### src/rtl/fifo_pkg.sv
//------------------------------------------------------------------------------
// Module      : fifo_pkg
// Description : Shared defaults and helper for the fifo_ctrl slice.
// Revision    : 1.0 - initial release
//------------------------------------------------------------------------------
`default_nettype none

package fifo_pkg;

  localparam int DEFAULT_DWIDTH = 8;
  localparam int DEFAULT_AWIDTH = 4;

  function automatic int usedw_width(input int awidth);
    return awidth + 1;
  endfunction

endpackage

`default_nettype wire

### src/rtl/fifo_ctrl_ram.sv
//------------------------------------------------------------------------------
// Module      : ram
// Description : Simple dual-port RAM, registered read, no reset.
// Revision    : 1.0 - initial release
//------------------------------------------------------------------------------
`default_nettype none

module ram #(
  parameter int DWIDTH = 8,
  parameter int AWIDTH = 4
) (
  input  logic              clk_i,
  input  logic              wr_en_i,
  input  logic [AWIDTH-1:0] wr_addr_i,
  input  logic [DWIDTH-1:0] wr_data_i,
  input  logic              rd_en_i,
  input  logic [AWIDTH-1:0] rd_addr_i,
  output logic [DWIDTH-1:0] rd_data_o
);

  logic [DWIDTH-1:0] r_mem [2**AWIDTH];
  logic [DWIDTH-1:0] r_rd_data;

  // Read data holds between enabled reads; callers rely on that.
  always_ff @(posedge clk_i) begin
    if (wr_en_i) r_mem[wr_addr_i] <= wr_data_i;
    if (rd_en_i) r_rd_data <= r_mem[rd_addr_i];
  end

  assign rd_data_o = r_rd_data;

endmodule

`default_nettype wire

### src/rtl/fifo_ctrl.sv
//------------------------------------------------------------------------------
// Module      : fifo_ctrl
// Description : Single-clock SCFIFO-style controller around a registered-read
//               RAM. Define FIFO_SHOWAHEAD_EN for first-word fall-through.
// Revision    : 1.0 - initial release
//------------------------------------------------------------------------------
`default_nettype none

module fifo_ctrl
  import fifo_pkg::*;
#(
  parameter int DWIDTH       = DEFAULT_DWIDTH,
  parameter int AWIDTH       = DEFAULT_AWIDTH,
  parameter int ALMOST_FULL  = 12,
  parameter int ALMOST_EMPTY = 2
) (
  input  logic                            clk_i,
  input  logic                            rst_ni,
  input  logic [DWIDTH-1:0]               data_i,
  input  logic                            wrreq_i,
  input  logic                            rdreq_i,
  output logic [DWIDTH-1:0]               q_o,
  output logic                            empty_o,
  output logic                            full_o,
  output logic [usedw_width(AWIDTH)-1:0]  usedw_o,
  output logic                            almost_full_o,
  output logic                            almost_empty_o
);

  localparam int             UW      = usedw_width(AWIDTH);
  localparam logic [UW-1:0]  c_depth = UW'(2**AWIDTH);
  localparam logic [UW-1:0]  c_afull = UW'(ALMOST_FULL);
  localparam logic [UW-1:0]  c_aempt = UW'(ALMOST_EMPTY);

  logic [AWIDTH-1:0] r_wr_ptr, r_rd_ptr;
  logic [UW-1:0]     r_usedw, w_usedw_nxt;
  logic              r_empty, r_full, r_afull, r_aempty;
  logic              w_empty_nxt;
  logic              w_wr_acc, w_rd_acc, w_ram_rd_en;
  logic [DWIDTH-1:0] w_ram_q;

  assign w_wr_acc = wrreq_i & ~r_full;
  assign w_rd_acc = rdreq_i & ~r_empty;

  always_comb begin
    w_usedw_nxt = r_usedw;
    if (w_wr_acc && !w_rd_acc)      w_usedw_nxt = r_usedw + 1'b1;
    else if (w_rd_acc && !w_wr_acc) w_usedw_nxt = r_usedw - 1'b1;
  end

`ifdef FIFO_SHOWAHEAD_EN
  // Words sitting in RAM that have not yet been moved into the head register.
  logic [UW-1:0] r_ram_cnt, w_ram_cnt_nxt;
  logic          w_fetch;

  assign w_fetch     = (r_ram_cnt != '0) & (r_empty | w_rd_acc);
  assign w_ram_rd_en = w_fetch;
  assign w_empty_nxt = ~w_fetch & (r_empty | w_rd_acc);

  always_comb begin
    w_ram_cnt_nxt = r_ram_cnt;
    if (w_wr_acc && !w_fetch)      w_ram_cnt_nxt = r_ram_cnt + 1'b1;
    else if (w_fetch && !w_wr_acc) w_ram_cnt_nxt = r_ram_cnt - 1'b1;
  end

  always_ff @(posedge clk_i or negedge rst_ni) begin
    if (!rst_ni) r_ram_cnt <= '0;
    else         r_ram_cnt <= w_ram_cnt_nxt;
  end

  assign q_o = r_empty ? '0 : w_ram_q;
`else
  logic r_q_vld;

  assign w_ram_rd_en = w_rd_acc;
  assign w_empty_nxt = (w_usedw_nxt == '0);

  always_ff @(posedge clk_i or negedge rst_ni) begin
    if (!rst_ni)       r_q_vld <= 1'b0;
    else if (w_rd_acc) r_q_vld <= 1'b1;
  end

  // The RAM output is undefined until the first read after reset.
  assign q_o = r_q_vld ? w_ram_q : '0;
`endif

  always_ff @(posedge clk_i or negedge rst_ni) begin
    if (!rst_ni) begin
      r_wr_ptr <= '0;
      r_rd_ptr <= '0;
      r_usedw  <= '0;
      r_empty  <= 1'b1;
      r_full   <= 1'b0;
      r_aempty <= 1'b1;
      r_afull  <= (ALMOST_FULL == 0);
    end else begin
      if (w_wr_acc)    r_wr_ptr <= r_wr_ptr + 1'b1;
      if (w_ram_rd_en) r_rd_ptr <= r_rd_ptr + 1'b1;
      r_usedw  <= w_usedw_nxt;
      r_empty  <= w_empty_nxt;
      r_full   <= (w_usedw_nxt == c_depth);
      r_afull  <= (w_usedw_nxt >= c_afull);
      r_aempty <= (w_usedw_nxt < c_aempt);
    end
  end

  ram #(
    .DWIDTH (DWIDTH),
    .AWIDTH (AWIDTH)
  ) u_ram (
    .clk_i     (clk_i),
    .wr_en_i   (w_wr_acc),
    .wr_addr_i (r_wr_ptr),
    .wr_data_i (data_i),
    .rd_en_i   (w_ram_rd_en),
    .rd_addr_i (r_rd_ptr),
    .rd_data_o (w_ram_q)
  );

  assign empty_o        = r_empty;
  assign full_o         = r_full;
  assign usedw_o        = r_usedw;
  assign almost_full_o  = r_afull;
  assign almost_empty_o = r_aempty;

endmodule

`default_nettype wire

### config.mk
export PLATFORM = sky130hd
export DESIGN_NAME = fifo_ctrl
export DESIGN_NICKNAME = d
export VERILOG_FILES = /design/src/rtl/fifo_pkg.sv /design/src/rtl/fifo_ctrl_ram.sv /design/src/rtl/fifo_ctrl.sv
export SDC_FILE = /design/constraint.sdc
export NUM_CORES = 1
export LEC_CHECK = 0
export ABC_AREA = 1
export CORE_MARGIN = 1.5
export CORE_UTILIZATION = 40
export DETAILED_ROUTE_END_ITERATION = 7
export PLACE_DENSITY = 0.6
export RECOVER_POWER = 50
export SYNTH_ARGS = -nofsm -noshare
export SYNTH_HDL_FRONTEND = slang
export SYNTH_SLANG_ARGS = --single-unit
### constraint.sdc
create_clock -name clk_i -period 3.9 [get_ports clk_i]
set_input_delay 1.17 -clock clk_i [delete_from_list [all_inputs] [get_ports clk_i]]
set_output_delay 1.17 -clock clk_i [all_outputs]
set_load 0.01 [all_outputs]
==> impl_metrics.yaml, run 1 <==
timing:
  slew_violations: 0
  hold_viol: 0
  worst_slack_ps: 782.5
  tightest_slew_ps: 1267
  rsz0062_at_grt: "false"
  finalSetupTns_ps: 0
  relSlewSlack_pct: 15.23
  fin_crit_ps: 3118
  setup-violations-final: 0
  fin_crit_sh_pct: 79.94
  hold_slack_ps: 583.4
  skew_ps: 8.861
  max_freq_mhz: 320.8
logic_synthesis:
  synthTopCellsByCount: "141 x nand2_1, 136 x edfxtp_1, 71 x nor2_1, 41 x o21ai_0, 30 x nand3_1"
  netlist_area_sq_mm: 0.006361
  synthTopCellsByArea: "edfxtp_1 64%, nand2_1 8.3%, dfrtp_1 6.3%"
  yosys.area.top_type: "edfxtp_1"
  synth_flop_cell: "edfxtp_1"
  synth_top_area_share_pct: 64.20
  async_reset_ff_share_pct: 11.69
  syn_area_per_cell_sq_um: 11.63
  ys_ff_latch: 154
  synth-edff-count: 136
  ys_seq_area_share_pct: 71.32
  synth_cell_types: 28
  ys_warn_count: 0
  synth_nets: 566
  yosysMostFrequentCell: "nand2_1"
  syn_inst: 547
critical_path:
  path_class: "in -> reg"
  crit_start: "rdreq_i"
  endpoint_kind: "flip-flop"
  crit_buf_inv: 2
  critPathMostFrequentCell: "nor2_1"
  cp_max_fo: 14
  crit_path_max_incr_delay_ps: 940
  start_kind: "input pin"
  cp.required_ps: 4260
  slowest_stage: "nor2_1"
  arrival_ps: 3480
  crit_path_cell_trace: "dlygate4sd3_1, clkinv_1, nor2_1, nand2_2, nand3_1, nand2_1, nor2_1, nand3_1, nor2_1"
  crit_family: "simple AND/OR/NAND/NOR gates"
  r2r_start: "r_rd_ptr[0]"
die:
  core_sq_mm: 0.01537
  ios: 29
  start_util_pct: 41.38
  rows: 45
  die_area_sq_mm: 0.01667
  die_x_um: 129.1
  die_h_um: 129.1
power_and_ir_drop:
  peakVddDrop_mv: 0.3932
  p_leak_nw: 2.753
  power_density_mw_per_mm2: 775.4
drt:
  drtPass1Iterations: 5
  vias_per_cell: 5.116
  drc: 0
  routed_wl_mm: 14.23
  ant_nets: 0
  vias: 4088
  drt_iter0_markers: 365
  wl_per_cell_um: 17.81
cts:
  postCtsHoldBufs: 0
  clockBufferDepth: 2
  cts_tree: "yes"
  path_clk_slew_ps: 60
  cts_setup_buffers: 0
  cts_resized: 0
  cts_root_buffer: "clkbuf_16"
  cts_sinks: 154
  cts_made_buffers: 17
  htree_num_levels: 4
  worstSkewPairLatency_ps: 430
layout:
  drive_above_1_share_pct: 7.483
  finalNetCount: 594
  area_growth_pct: 16.88
  nFillCells: 1327
  seq_area_sq_mm: 0.004538
  fin_area_sq_mm: 0.007435
  multiInputGateArea_sq_mm: 0.001572
  n_antenna_cell: 0
place:
  place_congestion: 0.8724
  placed_area_sq_mm: 0.006812
  dp_slack_ps: 665.5
  dp_hpwl_mm: 9.101
  portBuffers: 28
min_path:
  min_from: "usedw_o[4]"
  hold_class: "reg -> reg"
grt:
  grt_max_degree: 67
  grt_pass1_vias: 3932
  track_usage_pct: 18.55
  grt_antenna_before_repair: 0
  overflow: 0
  grt_pass1_wl_mm: 21.75
status:
  status: "finished clean"
run:
  drv_cap: 0
## report_power, final
part / internal (W) / switching, W
logic: 0.000567 / 0.00120
registers: 0.00209 / 0.000126
clock network: 0.00113 / 0.000648
total: 0.00379 / 0.00197
## per-layer routing
layer | track usage (%) | vias up | wire length, um
li1 | - | 1939 | -
met1 | 23.22 | 1961 | 6115
met2 | 30.32 | 163 | 6943
met3 | 5.450 | 25 | 918
met4 | 7.601 | 0 | 250
met5 | 0 | - | 0
## worst register-to-register path, stage by stage, from the launching register on
cell and delay [ps]:
dfrtp_2 390, inv_1 870, clkbuf_1 660, nor2_1 80
o21ai_0 430, nor2_1 80, o21ai_1 170
## cell usage in the layout, fill, tap and decap left out
| master | count |
|---|---|
| nand4_1 | 2 |
| clkinv_2 | 2 |
| o21ai_0 | 41 |
| inv_1 | 26 |
| clkinv_4 | 2 |
| ha_1 | 7 |
| nand3_1 | 30 |
| dfrtp_2 | 1 |
| clkinv_1 | 3 |
| inv_2 | 4 |
| bufinv_16 | 5 |
| clkinvlp_4 | 1 |
| clkdlybuf4s50_1 | 17 |
| buf_4 | 3 |
| nor2_2 | 1 |
| a31oi_1 | 14 |
| clkbuf_16 | 17 |
| o211ai_1 | 11 |
| a21oi_1 | 2 |
| nand2_4 | 1 |
| o21ai_1 | 3 |
| dfrtp_1 | 15 |
| nor2_4 | 1 |
| inv_6 | 1 |
| nor2_1 | 72 |
| dfstp_2 | 2 |
| nand2_1 | 141 |
| clkbuf_1 | 4 |
| xor2_1 | 6 |
| o22ai_1 | 1 |
| edfxtp_1 | 136 |
| nand3b_1 | 2 |
| or2_2 | 1 |
| nand2_2 | 2 |
| dlygate4sd3_1 | 11 |
## state kept, by name (all words and copies together) (netlist names)
register	count
u_ram.r_mem	128
u_ram.rd_data_o	8
r_q_vld	1
usedw_o	5
almost_full_o	1
almost_empty_o	1
full_o	1
r_wr_ptr	4
empty_o	1
r_rd_ptr	4
## logic make-up (layout without fill, tap and decap cells)
family / after synthesis / count (layout) / synth area share (%)
adders and majority gates: 7 / 7 / 1.377
buffers and inverters: 55 / 96 / 3.855
and+or+nand+nor: 253 / 253 / 16.23
AOI/OAI and AO/OA: 72 / 72 / 6.393
DFF: 154 / 154 / 71.32
xor gates and xnor gates: 6 / 6 / 0.8261
## final cells by class
type,count,area share [%]
clock inverters,12,2.659
multi-input cells,338,21.14
flip-flops and latches,154,61.04
well taps,211,3.551
repair buffers,32,4.123
inverters,32,1.616
clock buffers,20,5.873
## metrics by stage
| stage | power [W] | std cells | util (%) |
|---|---|---|---|
| final | 0.005765 | 799 | 48.37 |
| after global routing | 0.006082 | 799 | 48.37 |
| after CTS | 0.005783 | 799 | 48.44 |
| after detailed placement | 0.004006 | 767 | 44.31 |
| after global placement | 0.003983 | 767 | 44.31 |
| after floorplan | 0.003392 | 547 | - |
## final timing paths
kind / slack (ps) / depth (start not counted) / endpoint
setup / recovery: 780 / 9 / full_o
hold / removal: 580 / 3 / usedw_o[4]
setup reg to reg: 1070 / 6 / u_ram.rd_data_o[6]
hold reg to reg: 580 / 3 / usedw_o[4]
max in group asynchronous: 1910 / 1 / r_rd_ptr[0]
min in group asynchronous: 1340 / 1 / full_o
(Power assumes the default switching activity.)
==> run 2: changes to the inputs <==
PLACE_DENSITY = 0.62   (was 0.6)
clock period = 2.8 ns   (was 3.9 ns; I/O delays follow)
==> impl_metrics.yaml, run 2 (synthesized netlist as in run 1, its figures left out) <==
timing:
  hold_viol: 0
  max_freq_mhz: 411.8
  fin_crit_sh_pct: 86.73
  worst_slack_ps: 371.6
  fin_crit_ps: 2428
  setup-violations-final: 0
  rsz0062_at_grt: "false"
  skew_ps: 5.504
  tightest_slew_ps: 1259
  finalSetupTns_ps: 0
  slew_violations: 0
  relSlewSlack_pct: 16.07
critical_path:
  r2r_start: "r_rd_ptr[0]"
  cp.required_ps: 3100
  path_class: "in -> reg"
  endpoint_kind: "flip-flop"
  worstRegToRegCells: 7
  r2r_setup_slack_ps: 530
  cp_max_fo: 13
  start_kind: "input pin"
  regToRegEndpoint: "u_ram.rd_data_o[2]"
  arrival_ps: 2730
place:
  dp_slack_ps: 379.1
  place_congestion: 0.8845
  dp_cells: 794
  portBuffers: 28
  dp_hpwl_mm: 9.577
grt:
  grt_max_degree: 67
  overflow: 0
  track_usage_pct: 19.35
  grt_pass1_wl_mm: 23.36
  top_usage_layer: "met2"
  met2_usage_pct: 31.45
  grt_pass1_vias: 4144
  grt.met3_usage_pct: 4.996
  grt_antenna_before_repair: 0
  use_met1_pct: 25.16
layout:
  n_antenna_cell: 0
  layout_common_cells: "141 x nand2_1, 136 x edfxtp_1, 73 x nor2_1, 41 x o21ai_0, 30 x nand3_1"
  finalNetCount: 621
  drive_above_1_share_pct: 10.24
  nFillCells: 1321
  area_growth_pct: 18.96
  fin_util_pct: 49.23
  instances_no_fill: 826
  regMostFlops: "u_ram.r_mem"
  seq_area_sq_mm: 0.004538
  final_common_cell: "nand2_1"
  largest_reg_flops: 128
  multiInputGateArea_sq_mm: 0.001564
cts:
  cts_made_buffers: 17
  clockBufferDepth: 2
  path_clk_slew_ps: 60
  cts_tree: "yes"
  htree_num_levels: 4
  worstSkewPairLatency_ps: 420
  cts_sinks: 154
  cts_root_buffer: "clkbuf_16"
  postCtsHoldBufs: 0
  cts_resized: 0
  cts_setup_buffers: 0
drt:
  vias: 4193
  routed_wl_mm: 14.72
  drt_iter0_markers: 390
  drc: 0
  ant_nets: 0
  vias_per_cell: 5.076
  drtPass1Iterations: 5
  wl_per_cell_um: 17.81
min_path:
  min_from: "usedw_o[4]"
  hold_path_depth: 3
  hold_class: "reg -> reg"
  hold_end: "usedw_o[4]"
die:
  die_area_sq_mm: 0.01667
  start_util_pct: 41.38
  die_h_um: 129.1
  die_x_um: 129.1
  rows: 45
  core_sq_mm: 0.01537
  ios: 29
power_and_ir_drop:
  power_density_mw_per_mm2: 1048
  p_leak_nw: 2.841
  peakVddDrop_mv: 0.5270
status:
  status: "finished clean"
run:
  drv_cap: 0
run 2: metrics by stage:
step,area [sq um],hold WS [ps],total power [W]
2_1_floorplan,6361,544.4,0.004724
3_3_place_gp,7014,595.1,0.005617
3_5_place_dp,7014,589.6,0.005637
4_1_cts,7622,600.9,0.007963
5_1_grt,7567,663.0,0.008408
6_report,7567,597.1,0.007933
run 2: power by group:
part / total (W) / internal, W / switching, W / leakage, nW
combinational: 0.00249 / 0.000828 / 0.00166 / 1.11
sequential: 0.00311 / 0.00291 / 0.000208 / 1.44
clock: 0.00233 / 0.00148 / 0.000855 / 0.291
run 2: layout make-up:
cell class	count	area share, %
flip-flops and latches	154	59.97
multi-input cells	338	20.67
repair buffers	59	6.250
clock buffers	18	5.671
well taps	211	3.489
clock inverters	14	2.364
inverters	32	1.587
run 2: critical path, stage by stage:
cell and delay (ps):
dlygate4sd3_1 610, clkinv_1 90, nor2_1 220, clkbuf_1 600
nand3_1 180, xor2_1 180
run 2: routing by layer:
| metal | share of wire [%] | wire length [um] | up-vias |
|---|---|---|---|
| met2 | 49 | 7183 | 164 |
| met1 | 44 | 6434 | 2020 |
| met3 | 5.7 | 838 | 22 |
| met4 | 1.8 | 259 | 0 |
| met5 | 0 | 0 | - |
| li1 | - | - | 1987 |
run 2: how the worst max path moves through the flow:
| stage | startpoint | to |
|---|---|---|
| after floorplan | wrreq_i | u_ram.r_mem[11][0] |
| after global placement | wrreq_i | u_ram.r_mem[14][0] |
| after detailed placement | wrreq_i | u_ram.r_mem[0][2] |
| after CTS | r_q_vld | q_o[0] |
| after global routing | wrreq_i | u_ram.r_mem[2][4] |
| final | rdreq_i | r_rd_ptr[3] |
==> run 3: changes to the inputs <==
GPL_TIMING_DRIVEN = 0   (was default)
==> impl_metrics.yaml, run 3 (synthesized netlist as in run 1, its figures left out) <==
drt:
  ant_nets: 0
  wl_per_cell_um: 18.60
  drtPass1Iterations: 5
  drc: 0
  vias: 4207
  drt_iter0_markers: 428
  routed_wl_mm: 15.22
  vias_per_cell: 5.143
place:
  dp_hpwl_mm: 10.02
  portBuffers: 28
  place_congestion: 0.8929
layout:
  fin_util_pct: 49.35
  regMostFlops: "u_ram.r_mem"
  area_growth_pct: 19.26
  n_antenna_cell: 0
  final_common_cell: "nand2_1"
  nFillCells: 1347
  drive_above_1_share_pct: 9.885
  layout_common_cells: "141 x nand2_1, 136 x edfxtp_1, 71 x nor2_1, 41 x o21ai_0, 30 x nand3_1"
  largest_reg_flops: 128
  finalNetCount: 613
timing:
  skew_ps: 6.760
  hold_slack_ps: 596.0
  slew_violations: 0
  fin_crit_ps: 2564
  tightest_slew_ps: 1049
  setup-violations-final: 0
  rsz0062_at_grt: "false"
  fin_crit_sh_pct: 91.57
  hold_viol: 0
  max_freq_mhz: 390.0
  relSlewSlack_pct: 29.84
die:
  die_area_sq_mm: 0.01667
  core_sq_mm: 0.01537
  rows: 45
  ios: 29
  start_util_pct: 41.38
  die_x_um: 129.1
  die_h_um: 129.1
power_and_ir_drop:
  seqPwrFrac_pct: 36.8
  p_sw_share_pct: 34.34
  p_switching_w: 0.002883
  p_leak_nw: 2.849
  comb_power_share_pct: 32.0
  internal-power_w: 0.005511
  clkPwrFrac_pct: 31.2
  finalPower_w: 0.008394
  peakVddDrop_mv: 0.4474
  power_density_mw_per_mm2: 1106
grt:
  grt_pass1_wl_mm: 23.41
  grt_pass1_vias: 4180
  grt_max_degree: 19
  overflow: 0
  track_usage_pct: 19.73
  grt_antenna_before_repair: 0
status:
  status: "finished clean"
min_path:
  hold_class: "reg -> reg"
  min_from: "usedw_o[4]"
cts:
  htree_num_levels: 4
  clockBufferDepth: 2
  path_clk_slew_ps: 60
  postCtsHoldBufs: 0
  cts_tree: "yes"
  cts_resized: 0
  cts_made_buffers: 17
  cts_sinks: 154
  cts_setup_buffers: 0
  worstSkewPairLatency_ps: 420
  cts_root_buffer: "clkbuf_16"
critical_path:
  crit_start: "wrreq_i"
  r2r_start: "r_rd_ptr[0]"
  cp_max_fo: 10
  start_kind: "input pin"
  path_class: "in -> reg"
  arrival_ps: 2610
  endpoint_kind: "flip-flop"
  cp.required_ps: 2850
run:
  drv_cap: 0
-- run 3: cell count changes in the layout (fill, tap and decap cells not counted), moves of 2 or more --
cell	before	now
buf_4	20	3
buf_2	0	13
clkbuf_1	11	7
clkbuf_8	0	3
clkinv_2	4	1
bufinv_16	4	6
clkinv_1	4	2
clkinvlp_4	3	1
inv_1	25	27
nor2_1	73	71
nor2_4	0	2
-- run 3: path summary, 6_finish.rpt --
path / endpoint / slack, ps / cells after the start
setup / recovery: u_ram.r_mem[12][1] / 240 / 6
hold / removal: usedw_o[4] / 600 / 3
setup reg to reg: u_ram.rd_data_o[0] / 710 / 6
hold reg to reg: usedw_o[4] / 600 / 3
max in group asynchronous: r_rd_ptr[3] / 1110 / 1
min in group asynchronous: full_o / 1050 / 1
-- run 3: metrics by stage --
stage	TNS, ps	cell area, sq um	cells	setup slack, ps
after floorplan	0	6361	547	787.9
after global placement	-4521	6905	786	-104.7
after detailed placement	-7083	6905	786	-130.0
after CTS	0	7590	818	248.2
after global routing	0	7586	818	92.60
final	0	7586	818	236.1
-- run 3: cell type report --
class	count	area [sq um]	area share, %
Clock buffer	21	470.5	6.202
Buffer	23	121.4	1.600
Tap cell	211	264.0	3.480
Clock inverter	11	214.0	2.820
Multi-Input combinational cell	338	1579	20.81
Inverter	32	120.1	1.583
Timing Repair Buffer	28	280.3	3.695
Sequential cell	154	4537	59.81
-- run 3: per-layer routing --
layer	share of wire [%]	global-route usage, %
met1	43	25.11
met2	45	30.04
met3	5.8	4.707
met4	6.1	13.48
met5	0	0
-- run 3: worst max-delay path: stages --
cell and delay (ps):
dlygate4sd3_1 550, inv_1 70, nor2_4 140, buf_6 150, nand2_1 160, nor2_1 700
-- run 3: power by group through the flow --
stage               logic, W  clock network, W  registers, W
floorplan            0.00162                 0       0.00310
global placement     0.00261                 0       0.00312
detailed placement   0.00266                 0       0.00313
CTS                  0.00268           0.00264       0.00309
global route         0.00295           0.00273       0.00313
finish               0.00269           0.00262       0.00309
